--- src/rtl/jk_latch_exerciser.sv ---
// Self-test sequencer for a JK latch: drives a fixed 7-step J/K/EN pattern, checks Q/Qn
// against an internal JK reference model and keeps a saturating mismatch count.
module jk_latch_exerciser #(
    parameter int unsigned SETTLE_CYCLES = 2,
    parameter int unsigned ERR_W         = 8
) (
    input  logic             clk,
    input  logic             rst_n,
    input  logic             start,
    input  logic             q_i,
    input  logic             qn_i,
    output logic             j_o,
    output logic             k_o,
    output logic             en_o,
    output logic             busy,
    output logic             done,
    output logic             pass,
    output logic [ERR_W-1:0] err_count,
    output logic [2:0]       step_idx,
    output logic             mismatch
);

    localparam int unsigned CNT_W     = 4;
    localparam int unsigned STEP_W    = 3;
    localparam int unsigned LAST_STEP = 6;

    typedef enum logic [2:0] {
        S_IDLE,
        S_SETUP,
        S_ENABLE,
        S_SETTLE,
        S_CHECK,
        S_DONE
    } state_t;

    // Step table entry packed as {EN, J, K}
    function automatic logic [2:0] step_vec(input logic [STEP_W-1:0] idx);
        logic [2:0] v;
        case (idx)
            3'd1:    v = 3'b100;
            3'd2:    v = 3'b110;
            3'd3:    v = 3'b101;
            3'd4:    v = 3'b111;
            3'd5:    v = 3'b111;
            default: v = 3'b000;
        endcase
        return v;
    endfunction

    state_t            state_q, state_d;
    logic              start_q;
    logic [STEP_W-1:0] step_q, step_d;
    logic [CNT_W-1:0]  cnt_q, cnt_d;
    logic              exp_q, exp_d;
    logic              valid_q, valid_d;
    logic [ERR_W-1:0]  err_q, err_d;
    logic              j_q, j_d, k_q, k_d, en_q, en_d;
    logic              busy_q, busy_d, done_q, done_d, pass_q, pass_d;
    logic              mismatch_q, mismatch_d;
    logic [2:0]        vec_cur, vec_nxt;

    // Next-state, reference model and check; outputs are decoded from the next state
    always_comb begin
        state_d    = state_q;
        step_d     = step_q;
        cnt_d      = cnt_q;
        exp_d      = exp_q;
        valid_d    = valid_q;
        err_d      = err_q;
        mismatch_d = 1'b0;
        vec_cur    = step_vec(step_q);

        case (state_q)
            S_IDLE, S_DONE: begin
                if (start_q) begin
                    state_d = S_SETUP;
                    step_d  = '0;
                    exp_d   = 1'b0;
                    valid_d = 1'b0;
                    err_d   = '0;
                end
            end
            S_SETUP: state_d = S_ENABLE;
            S_ENABLE: begin
                state_d = S_SETTLE;
                cnt_d   = CNT_W'(SETTLE_CYCLES - 1);
                if (vec_cur[2]) begin
                    case (vec_cur[1:0])
                        2'b10: begin exp_d = 1'b1; valid_d = 1'b1; end
                        2'b01: begin exp_d = 1'b0; valid_d = 1'b1; end
                        2'b11: if (valid_q) exp_d = ~exp_q;
                        default: ;
                    endcase
                end
            end
            S_SETTLE: begin
                if (cnt_q == '0) begin
                    state_d = S_CHECK;
                    // Q/Qn are sampled at the end of the last settle cycle so the result shows in CHECK
                    if (valid_q && ((q_i != exp_q) || (qn_i == q_i))) begin
                        mismatch_d = 1'b1;
                        if (err_q != '1) err_d = err_q + ERR_W'(1);
                    end
                end else begin
                    cnt_d = cnt_q - CNT_W'(1);
                end
            end
            S_CHECK: begin
                if (step_q == STEP_W'(LAST_STEP)) begin
                    state_d = S_DONE;
                end else begin
                    step_d  = step_q + STEP_W'(1);
                    state_d = S_SETUP;
                end
            end
            default: state_d = S_IDLE;
        endcase

        vec_nxt = step_vec(step_d);
        busy_d  = (state_d == S_SETUP) || (state_d == S_ENABLE) ||
                  (state_d == S_SETTLE) || (state_d == S_CHECK);
        j_d     = busy_d & vec_nxt[1];
        k_d     = busy_d & vec_nxt[0];
        en_d    = (state_d == S_ENABLE) & vec_nxt[2];
        done_d  = (state_d == S_DONE);
        pass_d  = done_d && (err_d == '0);
    end

    always_ff @(posedge clk) begin
        if (!rst_n) begin
            state_q    <= S_IDLE;
            start_q    <= 1'b0;
            step_q     <= '0;
            cnt_q      <= '0;
            exp_q      <= 1'b0;
            valid_q    <= 1'b0;
            err_q      <= '0;
            j_q        <= 1'b0;
            k_q        <= 1'b0;
            en_q       <= 1'b0;
            busy_q     <= 1'b0;
            done_q     <= 1'b0;
            pass_q     <= 1'b0;
            mismatch_q <= 1'b0;
        end else begin
            state_q    <= state_d;
            start_q    <= start;
            step_q     <= step_d;
            cnt_q      <= cnt_d;
            exp_q      <= exp_d;
            valid_q    <= valid_d;
            err_q      <= err_d;
            j_q        <= j_d;
            k_q        <= k_d;
            en_q       <= en_d;
            busy_q     <= busy_d;
            done_q     <= done_d;
            pass_q     <= pass_d;
            mismatch_q <= mismatch_d;
        end
    end

    assign j_o       = j_q;
    assign k_o       = k_q;
    assign en_o      = en_q;
    assign busy      = busy_q;
    assign done      = done_q;
    assign pass      = pass_q;
    assign err_count = err_q;
    assign step_idx  = step_q;
    assign mismatch  = mismatch_q;

endmodule

--- config.mk ---
export PLATFORM = sky130hd
export DESIGN_NAME = jk_latch_exerciser
export DESIGN_NICKNAME = d
export VERILOG_FILES = /design/src/rtl/jk_latch_exerciser.sv
export SDC_FILE = /design/constraint.sdc
export NUM_CORES = 1
export LEC_CHECK = 0
export BUFFER_PORTS_ARGS = -buffer_cell sky130_fd_sc_hd__clkbuf_2
export CAP_MARGIN = 30
export CORE_MARGIN = 3
export CORE_UTILIZATION = 57
export DETAILED_ROUTE_END_ITERATION = 12
export GPL_TIMING_DRIVEN = 1
export PLACE_DENSITY = 0.88
export SLEW_MARGIN = 10
export SYNTH_ARGS = -nofsm -noshare
export SYNTH_HDL_FRONTEND = slang
export SYNTH_SLANG_ARGS = --single-unit
--- constraint.sdc ---
create_clock -name clk -period 2.77 [get_ports clk]
set_input_delay 0.4155 -clock clk [delete_from_list [all_inputs] [get_ports clk]]
set_output_delay 0.4155 -clock clk [all_outputs]
set_load 0.02 [all_outputs]
### Word level (Yosys, flattened, before mapping)

Cells that the tools add are included.
W data, S select, Z words.

| storage, ports and cells | value |
|---|---|
| register bits | 28 |
| word-level logic and storage cells | 98 |
| input port bits | 5 |
| output and inout bits | 18 |

| operators by class | value |
|---|---|
| reduce and logical (&&, ||, !) cells | 19 |
| bitwise logic cells | 4 |
| muxes and demuxes | 25 |
| equal/unequal tests | 33 |
| $add $sub $neg | 3 |

Operators by type and width:

| cell | number |
|---|---|
| $mux W8 | 4 |
| $eq A3 B3 Y1 const B | 9 |
| $eq A3 B2 Y1 const B | 8 |
| $pmux W3 S4 | 2 |
| $pmux W8 S2 | 1 |
| $mux W3 | 5 |
| $pmux W3 S5 | 1 |
| $eq A3 B1 Y1 const B | 4 |
| $add A8 B1 Y8 const B | 1 |
| $logic_not A8 Y1 | 1 |
| $ne A2 B2 Y1 const B | 4 |
| $ne A8 B8 Y1 const B | 1 |
| $pmux W4 S2 | 1 |
| $reduce_or A2 Y1 | 4 |
| $mux W1 | 6 |
| $pmux W3 S2 | 1 |
| $reduce_and A5 Y1 | 1 |
| $eq A2 B2 Y1 const B | 2 |
| $logic_not A4 Y1 | 1 |
| $logic_or A1 B1 Y1 | 4 |
| $mux W4 | 1 |
| $ne A4 B2 Y1 const B | 1 |
| $pmux W1 S2 | 2 |
| $reduce_and A4 Y1 | 1 |
| 14 further kinds | 18 |

### Longest topological paths before layout

Gate-level depths: netlist of run 1.

| logic depth | value |
|---|---|
| word-level depth | 8 |
| depth in mapped cells | 8 |
| gate-level depth less buffers | 8 |

### Least setup slack after synthesis of run 1

OpenSTA, ideal clock, no wires.

| path | value |
|---|---|
| path kind | reg-to-reg |
| start point | register cnt_q[0] |
| end point | register err_q[5], in the netlist err_count[5] |
| period minus slack after synthesis | 2218 ps |
| cell stages (with the launch flop) | 8 |
| data arrival time | 2098 ps |
| data required time | 2650 ps |
| path buffers | 0 |
| library setup time | 120 ps |
| slack | 552 ps |
| cells stage by stage | dfxtp_1 -> inv_1 -> ha_1 -> or3b_4 -> or4_4 -> a31oi_2 -> a311oi_1 -> o31a_1 |

| between the ends | value |
|---|---|
| word-level cells in the longest chain between the ends | 3 |

Ends and longest elaborated chain:

| what | line | RTL |
|---|---|---|
| start, declared | 53 | `logic [CNT_W-1:0] cnt_q, cnt_d;` |
| start signal, assigned | 149 | `cnt_q <= cnt_d;` |
| $logic_not A4 Y1 | 97 | `if (cnt_q == '0) begin` |
| $mux W8 | 97 |  |
| $pmux W8 S2 | 73 | `case (state_q)` |
| end signal, assigned | 152 | `err_q <= err_d;` |
| end, declared | 56 | `logic [ERR_W-1:0] err_q, err_d;` |

Every way passes these cells.
A chain may end at the register's enable or synchronous reset.

### Worst setup path in the final report of run 1

Ends and elaborated chain as after synthesis.

==> flow_summary.toml, run 1 <==
[clocking]
cts_repair_resize_count = 0
clockBufferDepth = 2
tritoncts = "built"
ctsHtreeMaxLevel = 1
clk_pin_slew_ns = 0.14
clock-root-buffer = "sky130_fd_sc_hd__clkbuf_4"
cts_buffers = 3
post_cts_buffers = 0
clock_insertion_delay_worst_skew_ns = 0.32
post_cts_hold_buffer_count = 0
cts.sink_count = 28

[worst_setup_path]
timing.critical_path.from_type = "register"
timing.critical_path.arrival_ns = 2.61
timing.critical_path.slowest_stage_cell = "sky130_fd_sc_hd__or4_4"
critPathKind = "reg -> reg"
reg2reg_setup_slack_ns = 0.39
critical_path_required_ns = 3.01
crit_fanout = 5
regToRegEndpoint = "err_count[5]"
worst-path-buf-inv = 1
critPathTopFamily = "simple AND/OR/NAND/NOR gates"
worst_r2r_path_depth = 7
cp_cell_sequence = "inv_1 > ha_1 > or3b_4 > or4_4 > a31oi_2 > a311oi_1 > o31a_1"
r2r-start = "cnt_q[0]"
critical_path.endpoint_type = "register"
critical_path.max_stage_delay_ns = 0.54
cp-startpoint = "cnt_q[0]"

[outcome]
status = "complete, no violations"

[global_routing]
grt_pass1_vias = 1261
grt.total_usage = 0.201
total_congestion_overflow = 0
grt_antenna_before_repair = 0
grt_max_degree = 24
grt_pass1_wl_mm = 5.70

[worst_hold_path]
hold_path.startpoint = "start"
hold_end = "start_q"
cell_depth_of_the_worst_hold_path = 2
hold_path.class = "in -> reg"

[power_and_ir_drop]
power.ir.vdd_worst_mv = 0.232
total_leakage_power_nw = 0.686
cellPowerDensity_mw_per_mm2 = 374

[timing]
finalSetupTns_ns = 0
report.final.hold_viol_count = 0
drv_slew = 0
final-setup-viol-count = 0
final.period_utilization = 0.858
tightestPinTransition_ns = 0.522
clock_skew_ns = 0.00373
max_freq_mhz = 421
final.min_clock_period_ns = 2.38
rsz0062_at_grt = "no"
max_slew_margin = 0.649

[placement]
dp.final_hpwl_mm = 2.49
placement.io_buffers = 22
gp_congestion = 0.859

[cells_and_area]
final_core_occ = 0.653
multi_input_comb_area_sq_mm = 0.00105
post_route_cells_drive_above_1_share = 0.197
filler_cell_count = 232
antenna_cells = 0
nNetsFinal = 231
synthToLayoutAreaGrowth_pct = 6.87
regArea_sq_um = 561

[logic_synthesis]
synth.cell_area_sq_mm = 0.00171
dominant_combinational_cell_family_by_area_after_synthesis = "simple AND/OR/NAND/NOR gates"
synth_cell_type_count = 63
synth_edf_count = 0
seq_area_frac_synth = 0.327
synthArstFlopShare = 0
synth_simple_gate_area_frac = 0.321
synth_top_flop_cell = "sky130_fd_sc_hd__dfxtp_1"
syn_area_per_cell_sq_um = 8.44
synthMuxAreaShare = 0.00584
synth-compound-area-share = 0.229
netlist_instances = 203
synth_adder_area_share = 0.0438
synthesis.yosys.warnings = 0
synth_nets = 214
postSynthRegisterBits = 28
post_synth_xor_area_fraction = 0.0153

[routing]
first_pass_iters = 4
routed_via_density = 5.96
drt.antenna.violating_nets = 0
first_iter_violations = 56
route.final.wire_length_mm = 3.41
remaining_drc_errors = 0
avgRoutedWirePerCell_um = 13.7
count_of_vias_placed_by_the_detailed_router = 1483

[floorplan]
ioPinCount = 23
die_area_sq_mm = 0.00370
start_util = 0.611
placementRows = 19
chipHeight_um = 60.8
die_w_um = 60.8
core_area_sq_mm = 0.00281

[job]
max_capacitance_violation_count = 0
-- flip-flops by register name (all words and copies together), names as in the netlist --
| register | cells |
|---|---|
| err_count | 8 |
| cnt_q | 4 |
| state_q | 3 |
| step_idx | 3 |
| busy | 1 |
| done | 1 |
| en_o | 1 |
| exp_q | 1 |
| j_o | 1 |
| k_o | 1 |
| mismatch | 1 |
| pass | 1 |
| start_q | 1 |
| valid_q | 1 |
-- cells in the final DEF, fill, tap and decap left out, types with 4 or more instances in the layout --
cell type / count
sky130_fd_sc_hd__clkbuf_2: 22
sky130_fd_sc_hd__ha_1: 6
sky130_fd_sc_hd__inv_1: 10
sky130_fd_sc_hd__o21a_1: 4
sky130_fd_sc_hd__nor3_1: 5
sky130_fd_sc_hd__nand2b_1: 5
sky130_fd_sc_hd__dfxtp_1: 28
sky130_fd_sc_hd__o21ai_0: 8
sky130_fd_sc_hd__nor2b_1: 8
sky130_fd_sc_hd__nand2_1: 17
sky130_fd_sc_hd__nor4b_1: 4
sky130_fd_sc_hd__nor2_1: 14
sky130_fd_sc_hd__and2_1: 7
sky130_fd_sc_hd__a21oi_1: 13
-- cell type report --
cell class | instances | share of cell area
tap | 31 | 0.0212
multi-input combinational | 154 | 0.576
timing repair buffer | 23 | 0.0643
clock buffer | 3 | 0.0123
inverter | 10 | 0.0205
sequential | 28 | 0.306
-- per-layer routing --
metal	vias to the layer above	global-route usage	part of all wire
met1	673	0.289	0.50
met5	-	0	0
met2	40	0.305	0.45
met3	4	0.0362	0.043
met4	0	0.0588	0.0097
li1	766	-	-
-- synthesized netlist by cell type, types with 3 or more instances --
cell type | count | area [sq um]
sky130_fd_sc_hd__nor3b_1 | 3 | 22.5
sky130_fd_sc_hd__a21oi_1 | 13 | 65.1
sky130_fd_sc_hd__o21a_1 | 4 | 30.0
sky130_fd_sc_hd__nand2b_1 | 5 | 31.3
sky130_fd_sc_hd__clkbuf_1 | 7 | 26.3
sky130_fd_sc_hd__ha_1 | 6 | 75.1
sky130_fd_sc_hd__nor4b_1 | 4 | 35.0
sky130_fd_sc_hd__nor2b_1 | 8 | 50.1
sky130_fd_sc_hd__o21ai_0 | 8 | 40.0
sky130_fd_sc_hd__and2_1 | 7 | 43.8
sky130_fd_sc_hd__nand3_1 | 3 | 15.0
sky130_fd_sc_hd__dfxtp_1 | 28 | 561
sky130_fd_sc_hd__inv_1 | 10 | 37.5
sky130_fd_sc_hd__nor3_1 | 5 | 25.0
sky130_fd_sc_hd__nor2_1 | 14 | 52.6
sky130_fd_sc_hd__nand2_1 | 17 | 63.8
-- worst register-to-register path: stages (launching register included) --
cell and delay [ns]:
sky130_fd_sc_hd__dfxtp_1 0.34, sky130_fd_sc_hd__inv_1 0.09, sky130_fd_sc_hd__ha_1 0.21, sky130_fd_sc_hd__or3b_4 0.43
sky130_fd_sc_hd__or4_4 0.54, sky130_fd_sc_hd__a31oi_2 0.25, sky130_fd_sc_hd__a311oi_1 0.13, sky130_fd_sc_hd__o31a_1 0.31
-- worst max-delay path by stage --
stage / endpoint / slack [ns] / cells past startpoint
detailed placement: err_count[5] / 0.41 / 7
CTS: err_count[5] / 0.41 / 7
floorplan: err_count[5] / 0.55 / 7
finish: err_count[5] / 0.39 / 7
global placement: err_count[5] / 0.48 / 7
global route: pass / 0.24 / 8
-- logic make-up (layout without fill, tap and decap cells) --
family / after synthesis / count (layout)
AND/OR/NAND/NOR: 92 / 92
AO/OA/AOI/OAI: 52 / 52
adder cells (fa/ha/maj): 6 / 6
multiplexers: 1 / 1
XOR/XNOR: 3 / 3
flip-flops: 28 / 28
buffers and inverters: 21 / 36
-- through the flow --
stage               worst slack, ns  hold WS (ns)  area, sq um  total power, mW  instances
floorplan                     0.552         0.463         1710            0.506        203
global placement              0.483         0.494         1810            0.521        246
detailed placement            0.415         0.505         1810            0.523        246
CTS                           0.406         0.284         1830            0.688        249
global route                  0.236         0.269         1830            0.715        249
finish                        0.394         0.286         1830            0.684        249
-- power by group --
group	total, mW	internal (mW)	switching (mW)
logic	0.0910	0.0380	0.0530
clock network	0.168	0.0510	0.117
registers	0.425	0.411	0.0138
(Power assumes the default switching activity.)
==> run 2: changes to the inputs <==
--- a/config.mk
+++ b/config.mk
@@ -8,10 +8,11 @@
 export BUFFER_PORTS_ARGS = -buffer_cell sky130_fd_sc_hd__clkbuf_2
 export CAP_MARGIN = 30
 export CORE_MARGIN = 3
-export CORE_UTILIZATION = 57
+export CORE_UTILIZATION = 50
 export DETAILED_ROUTE_END_ITERATION = 12
 export GPL_TIMING_DRIVEN = 1
-export PLACE_DENSITY = 0.88
+export PLACE_DENSITY = 0.8
+export REMOVE_ABC_BUFFERS = 1
 export SLEW_MARGIN = 10
 export SYNTH_ARGS = -nofsm -noshare
 export SYNTH_HDL_FRONTEND = slang
==> run 2 against run 1 <==
  * Global-route usage is 1.5 points lower
  * Clock skew increased by 0.0050 ns
  * First-iteration DRC count rose by 73%
  * Largest cell class unchanged
==> flow_summary.toml, run 2 (same netlist as run 1, synthesis figures left out) <==
[placement]
gp_congestion = 0.870
placement.io_buffers = 22
placed_cells_incl_taps = 258
post-place-ws_ns = 0.403
dp.final_hpwl_mm = 2.54

[floorplan]
die_w_um = 64.5
start_util = 0.543
ioPinCount = 23
die_area_sq_mm = 0.00416
core_area_sq_mm = 0.00315
chipHeight_um = 64.5
placementRows = 20

[routing]
wl_met1_mm = 1.75
wl_met2_mm = 1.62
count_of_vias_placed_by_the_detailed_router = 1529
drt.antenna.violating_nets = 0
routed_via_density = 5.84
avgRoutedWirePerCell_um = 13.7
first_iter_violations = 97
dr_wl_met3_um = 197
first_pass_iters = 4
dr.max_layer_used = "met4"
route.final.wire_length_mm = 3.59
remaining_drc_errors = 0

[worst_setup_path]
critical_path_required_ns = 3.01
critPathKind = "reg -> reg"
r2r-start = "cnt_q[0]"
reg2reg_setup_slack_ns = 0.34
critical_path.endpoint_type = "register"
cp-startpoint = "cnt_q[0]"
worst_r2r_path_depth = 7
crit_fanout = 5
timing.critical_path.from_type = "register"
timing.critical_path.arrival_ns = 2.67
regToRegEndpoint = "err_count[5]"

[timing]
final.period_utilization = 0.877
clock_skew_ns = 0.00875
hold_ws_ns = 0.288
smallest_setup_slack_after_layout_ns = 0.341
final-setup-viol-count = 0
report.final.hold_viol_count = 0
final.min_clock_period_ns = 2.43
finalSetupTns_ns = 0
tightestPinTransition_ns = 0.643
rsz0062_at_grt = "no"
max_slew_margin = 0.567
drv_slew = 0
max_freq_mhz = 412

[clocking]
cts_repair_resize_count = 0
post_cts_hold_buffer_count = 0
clk_pin_slew_ns = 0.16
clock-root-buffer = "sky130_fd_sc_hd__clkbuf_4"
cts_buffers = 3
post_cts_buffers = 0
ctsHtreeMaxLevel = 1
tritoncts = "built"
cts.sink_count = 28
clockBufferDepth = 2
clock_insertion_delay_worst_skew_ns = 0.33

[global_routing]
grt_max_degree = 24
total_congestion_overflow = 0
grt_antenna_before_repair = 0
grt.total_usage = 0.186
grt_pass1_vias = 1427
grt_pass1_wl_mm = 6.33

[cells_and_area]
layout_commonest_cell = "sky130_fd_sc_hd__dfxtp_1"
final_core_occ = 0.593
antenna_cells = 0
instances_no_fill = 262
post_route_cells_drive_above_1_share = 0.197
largest_register_ff_count = 8
nNetsFinal = 230
most-common-layout-cells = "sky130_fd_sc_hd__dfxtp_1 (28), sky130_fd_sc_hd__clkbuf_2 (22), sky130_fd_sc_hd__nand2_1 (17)"
synthToLayoutAreaGrowth_pct = 9.13

[worst_hold_path]
cell_depth_of_the_worst_hold_path = 2
hold_end = "start_q"
hold_path.startpoint = "start"
hold_path.class = "in -> reg"

[power_and_ir_drop]
power.ir.vdd_worst_mv = 0.245
cellPowerDensity_mw_per_mm2 = 419
total_leakage_power_nw = 0.695

[outcome]
status = "complete, no violations"

[job]
max_capacitance_violation_count = 0
-- run 2: how the worst max path moves through the flow --
stage / endpoint / slack, ns / depth (start not counted)
after floorplan: err_count[5] / 0.55 / 7
after global placement: err_count[5] / 0.47 / 7
after detailed placement: err_count[5] / 0.40 / 7
after CTS: err_count[5] / 0.37 / 7
after global routing: pass / 0.18 / 8
final: err_count[5] / 0.34 / 7
-- run 2: cell type report --
cell class                 count  area, sq um
fill                         296         1280
multi-input combinational    154         1050
sequential                    28          561
timing repair buffer          22          110
tap                           44         55.1
inverter                      10         37.5
clock inverter                 1         30.0
clock buffer                   3         22.5
-- run 2: stage by stage --
stage	power (mW)	area, sq um
floorplan	0.497	1650
global placement	0.520	1820
detailed placement	0.522	1820
CTS	0.787	1870
global route	0.820	1870
finish	0.782	1870
-- run 2: where the power goes --
group          total, mW  internal, mW  switching (mW)
clock              0.268         0.146           0.121
combinational     0.0855        0.0362          0.0493
sequential         0.429         0.411          0.0176
-- run 2: worst max-delay path, stage by stage, from the launching register on --
cell and delay [ns]:
sky130_fd_sc_hd__dfxtp_1 0.35, sky130_fd_sc_hd__inv_1 0.09, sky130_fd_sc_hd__ha_1 0.21, sky130_fd_sc_hd__or3b_4 0.43, sky130_fd_sc_hd__or4_4 0.54, sky130_fd_sc_hd__a31oi_2 0.26, sky130_fd_sc_hd__a311oi_1 0.13, sky130_fd_sc_hd__o31a_1 0.32
-- run 2: metal layers --
layer	vias to the layer above	global-route usage
met4	0	0.0660
met2	46	0.282
met3	2	0.0312
met1	715	0.264
li1	766	-
met5	-	0
==> run 3: changes to the inputs <==
--- a/config.mk
+++ b/config.mk
@@ -7,11 +7,13 @@
 export LEC_CHECK = 0
 export BUFFER_PORTS_ARGS = -buffer_cell sky130_fd_sc_hd__clkbuf_2
 export CAP_MARGIN = 30
+export CELL_PAD_IN_SITES_DETAIL_PLACEMENT = 1
+export CELL_PAD_IN_SITES_GLOBAL_PLACEMENT = 2
 export CORE_MARGIN = 3
-export CORE_UTILIZATION = 50
+export CORE_UTILIZATION = 34
 export DETAILED_ROUTE_END_ITERATION = 12
 export GPL_TIMING_DRIVEN = 1
-export PLACE_DENSITY = 0.8
+export PLACE_DENSITY_LB_ADDON = 0.1
 export REMOVE_ABC_BUFFERS = 1
 export SLEW_MARGIN = 10
 export SYNTH_ARGS = -nofsm -noshare
==> constraint.sdc (replaced) <==
create_clock -name clk -period 2.77 [get_ports clk]
set_input_delay 0.4155 -clock clk [delete_from_list [all_inputs] [get_ports clk]]
set_output_delay 0.4155 -clock clk [all_outputs]
set_load 0.1 [all_outputs]
==> run 3 against run 2 <==
  * Sequential power is essentially flat
  * Register-to-register slack hardly changed
  * Cell area is 1.7% higher
  * Flip-flop and latch count is the same
  * Global-route usage is 2.9 points lower
  * Critical endpoint unchanged
  * Largest power group unchanged
==> flow_summary.toml, run 3 (same netlist as run 1, synthesis figures left out) <==
[floorplan]
start_util = 0.358
placementRows = 25
die_w_um = 77.0
chipHeight_um = 77.0
die_area_sq_mm = 0.00593
core_area_sq_mm = 0.00479
ioPinCount = 23

[clocking]
cts_repair_resize_count = 0
ctsHtreeMaxLevel = 1
clk_pin_slew_ns = 0.10
post_cts_hold_buffer_count = 0
clock-root-buffer = "sky130_fd_sc_hd__clkbuf_8"
clock_insertion_delay_worst_skew_ns = 0.27
cts.sink_count = 28
post_cts_buffers = 0
clockBufferDepth = 2
cts_buffers = 3
tritoncts = "built"

[placement]
dp.final_hpwl_mm = 3.25
gp_congestion = 0.776
placement.io_buffers = 22
placed_cells_incl_taps = 281

[timing]
final-setup-viol-count = 0
finalSetupTns_ns = 0
tightestPinTransition_ns = 0.665
report.final.hold_viol_count = 0
rsz0062_at_grt = "no"
max_slew_margin = 0.553
final.period_utilization = 0.873
clock_skew_ns = 0.00465
final.min_clock_period_ns = 2.42
drv_slew = 0
max_freq_mhz = 414

[cells_and_area]
post_route_cells_drive_above_1_share = 0.197
synthToLayoutAreaGrowth_pct = 11.0
instances_no_fill = 285
antenna_cells = 0
largest_register_ff_count = 8
filler_cell_count = 603
nNetsFinal = 230
layout_commonest_cell = "sky130_fd_sc_hd__dfxtp_1"
most-common-layout-cells = "sky130_fd_sc_hd__dfxtp_1 (28), sky130_fd_sc_hd__clkbuf_2 (22), sky130_fd_sc_hd__nand2_1 (17)"

[worst_setup_path]
reg2reg_setup_slack_ns = 0.35
critical_path.max_stage_delay_ns = 0.54
regToRegEndpoint = "err_count[5]"
timing.critical_path.from_type = "register"
timing.critical_path.arrival_ns = 2.59
critical_path_required_ns = 2.94
cp_num_cells = 7
critPathKind = "reg -> reg"
timing.critical_path.to = "err_count[5]"
worst_r2r_path_depth = 7
worst-path-buf-inv = 1
cp_cell_sequence = "inv_1 > ha_1 > or3b_4 > or4_4 > a31oi_2 > a311oi_1 > o31a_1"
timing.critical_path.slowest_stage_cell = "sky130_fd_sc_hd__or4_4"
critPathTopFamily = "simple AND/OR/NAND/NOR gates"
crit_fanout = 5
critical_path.endpoint_type = "register"
cp-startpoint = "cnt_q[0]"
r2r-start = "cnt_q[0]"

[power_and_ir_drop]
power.ir.vdd_worst_mv = 0.220
total_switching_power_mw = 0.212
power.combinational.fraction = 0.129
power_frac_seq = 0.546
cell_internal_pwr_mw = 0.574
power.switching_fraction = 0.270
total_leakage_power_nw = 0.696
cellPowerDensity_mw_per_mm2 = 414
power.share.clock = 0.325

[routing]
remaining_drc_errors = 0
drt.antenna.violating_nets = 0
count_of_vias_placed_by_the_detailed_router = 1533
route.final.wire_length_mm = 4.35
avgRoutedWirePerCell_um = 15.3
first_pass_iters = 4
routed_via_density = 5.38
first_iter_violations = 39

[job]
max_capacitance_violation_count = 0

[global_routing]
grt_pass1_vias = 1577
total_congestion_overflow = 0
grt_antenna_before_repair = 0
grt.total_usage = 0.157
grt_max_degree = 24
grt_pass1_wl_mm = 7.79

[worst_hold_path]
hold_path.class = "in -> reg"
hold_path.startpoint = "start"

[outcome]
status = "complete, no violations"
[run 3: cell count changes in the layout (fill, tap and decap cells not counted), sizes merged]
| cell | before | now |
|---|---|---|
| bufinv | 1 | 0 |
| clkbuf | 25 | 26 |
[run 3: power groups by stage]
stage	combinational [mW]	sequential [mW]	clock [mW]
5_1_grt	0.113	0.432	0.289
2_1_floorplan	0.0612	0.448	0
4_1_cts	0.103	0.429	0.270
3_3_place_gp	0.0979	0.438	0
6_report	0.101	0.429	0.255
3_5_place_dp	0.102	0.438	0
[run 3: worst min-delay path by stage]
stage	slack, ns	depth (start not counted)	end
after floorplan	0.46	2	cnt_q[2]
after global routing	0.35	2	start_q
after global placement	0.49	2	cnt_q[2]
final	0.35	2	start_q
after CTS	0.34	2	start_q
after detailed placement	0.50	2	cnt_q[2]
[run 3: per-layer routing]
metal | up-vias | share of wire | GRT usage
met3 | 2 | 0.026 | 0.0223
li1 | 772 | - | -
met5 | - | 0 | 0
met1 | 744 | 0.52 | 0.225
met2 | 15 | 0.45 | 0.253
met4 | 0 | 0.0062 | 0.0267
[run 3: metrics by stage]
step	total power, mW	utilization	worst slack [ns]	cell area (sq um)	hold slack (ns)
finish	0.786	0.397	0.352	1900	0.346
global route	0.835	0.397	0.196	1900	0.349
CTS	0.802	0.397	0.331	1900	0.340
detailed placement	0.541	0.386	0.359	1850	0.501
global placement	0.536	0.386	0.460	1850	0.492
floorplan	0.509	-	0.237	1650	0.463
[run 3: final cells by class]
type	instances	area, sq um	share of cell area
tap	67	83.8	0.0441
inverter	10	37.5	0.0197
clock buffer	4	55.1	0.0290
multi-input combinational	154	1050	0.554
sequential	28	561	0.295
timing repair buffer	22	110	0.0579
[run 3: worst reg2reg max path: stages (launching register included)]
cell                       delay, ns
sky130_fd_sc_hd__dfxtp_1        0.32
sky130_fd_sc_hd__inv_1          0.10
sky130_fd_sc_hd__ha_1           0.22
sky130_fd_sc_hd__or3b_4         0.43
sky130_fd_sc_hd__or4_4          0.54
sky130_fd_sc_hd__a31oi_2        0.26
sky130_fd_sc_hd__a311oi_1       0.14
sky130_fd_sc_hd__o31a_1         0.31
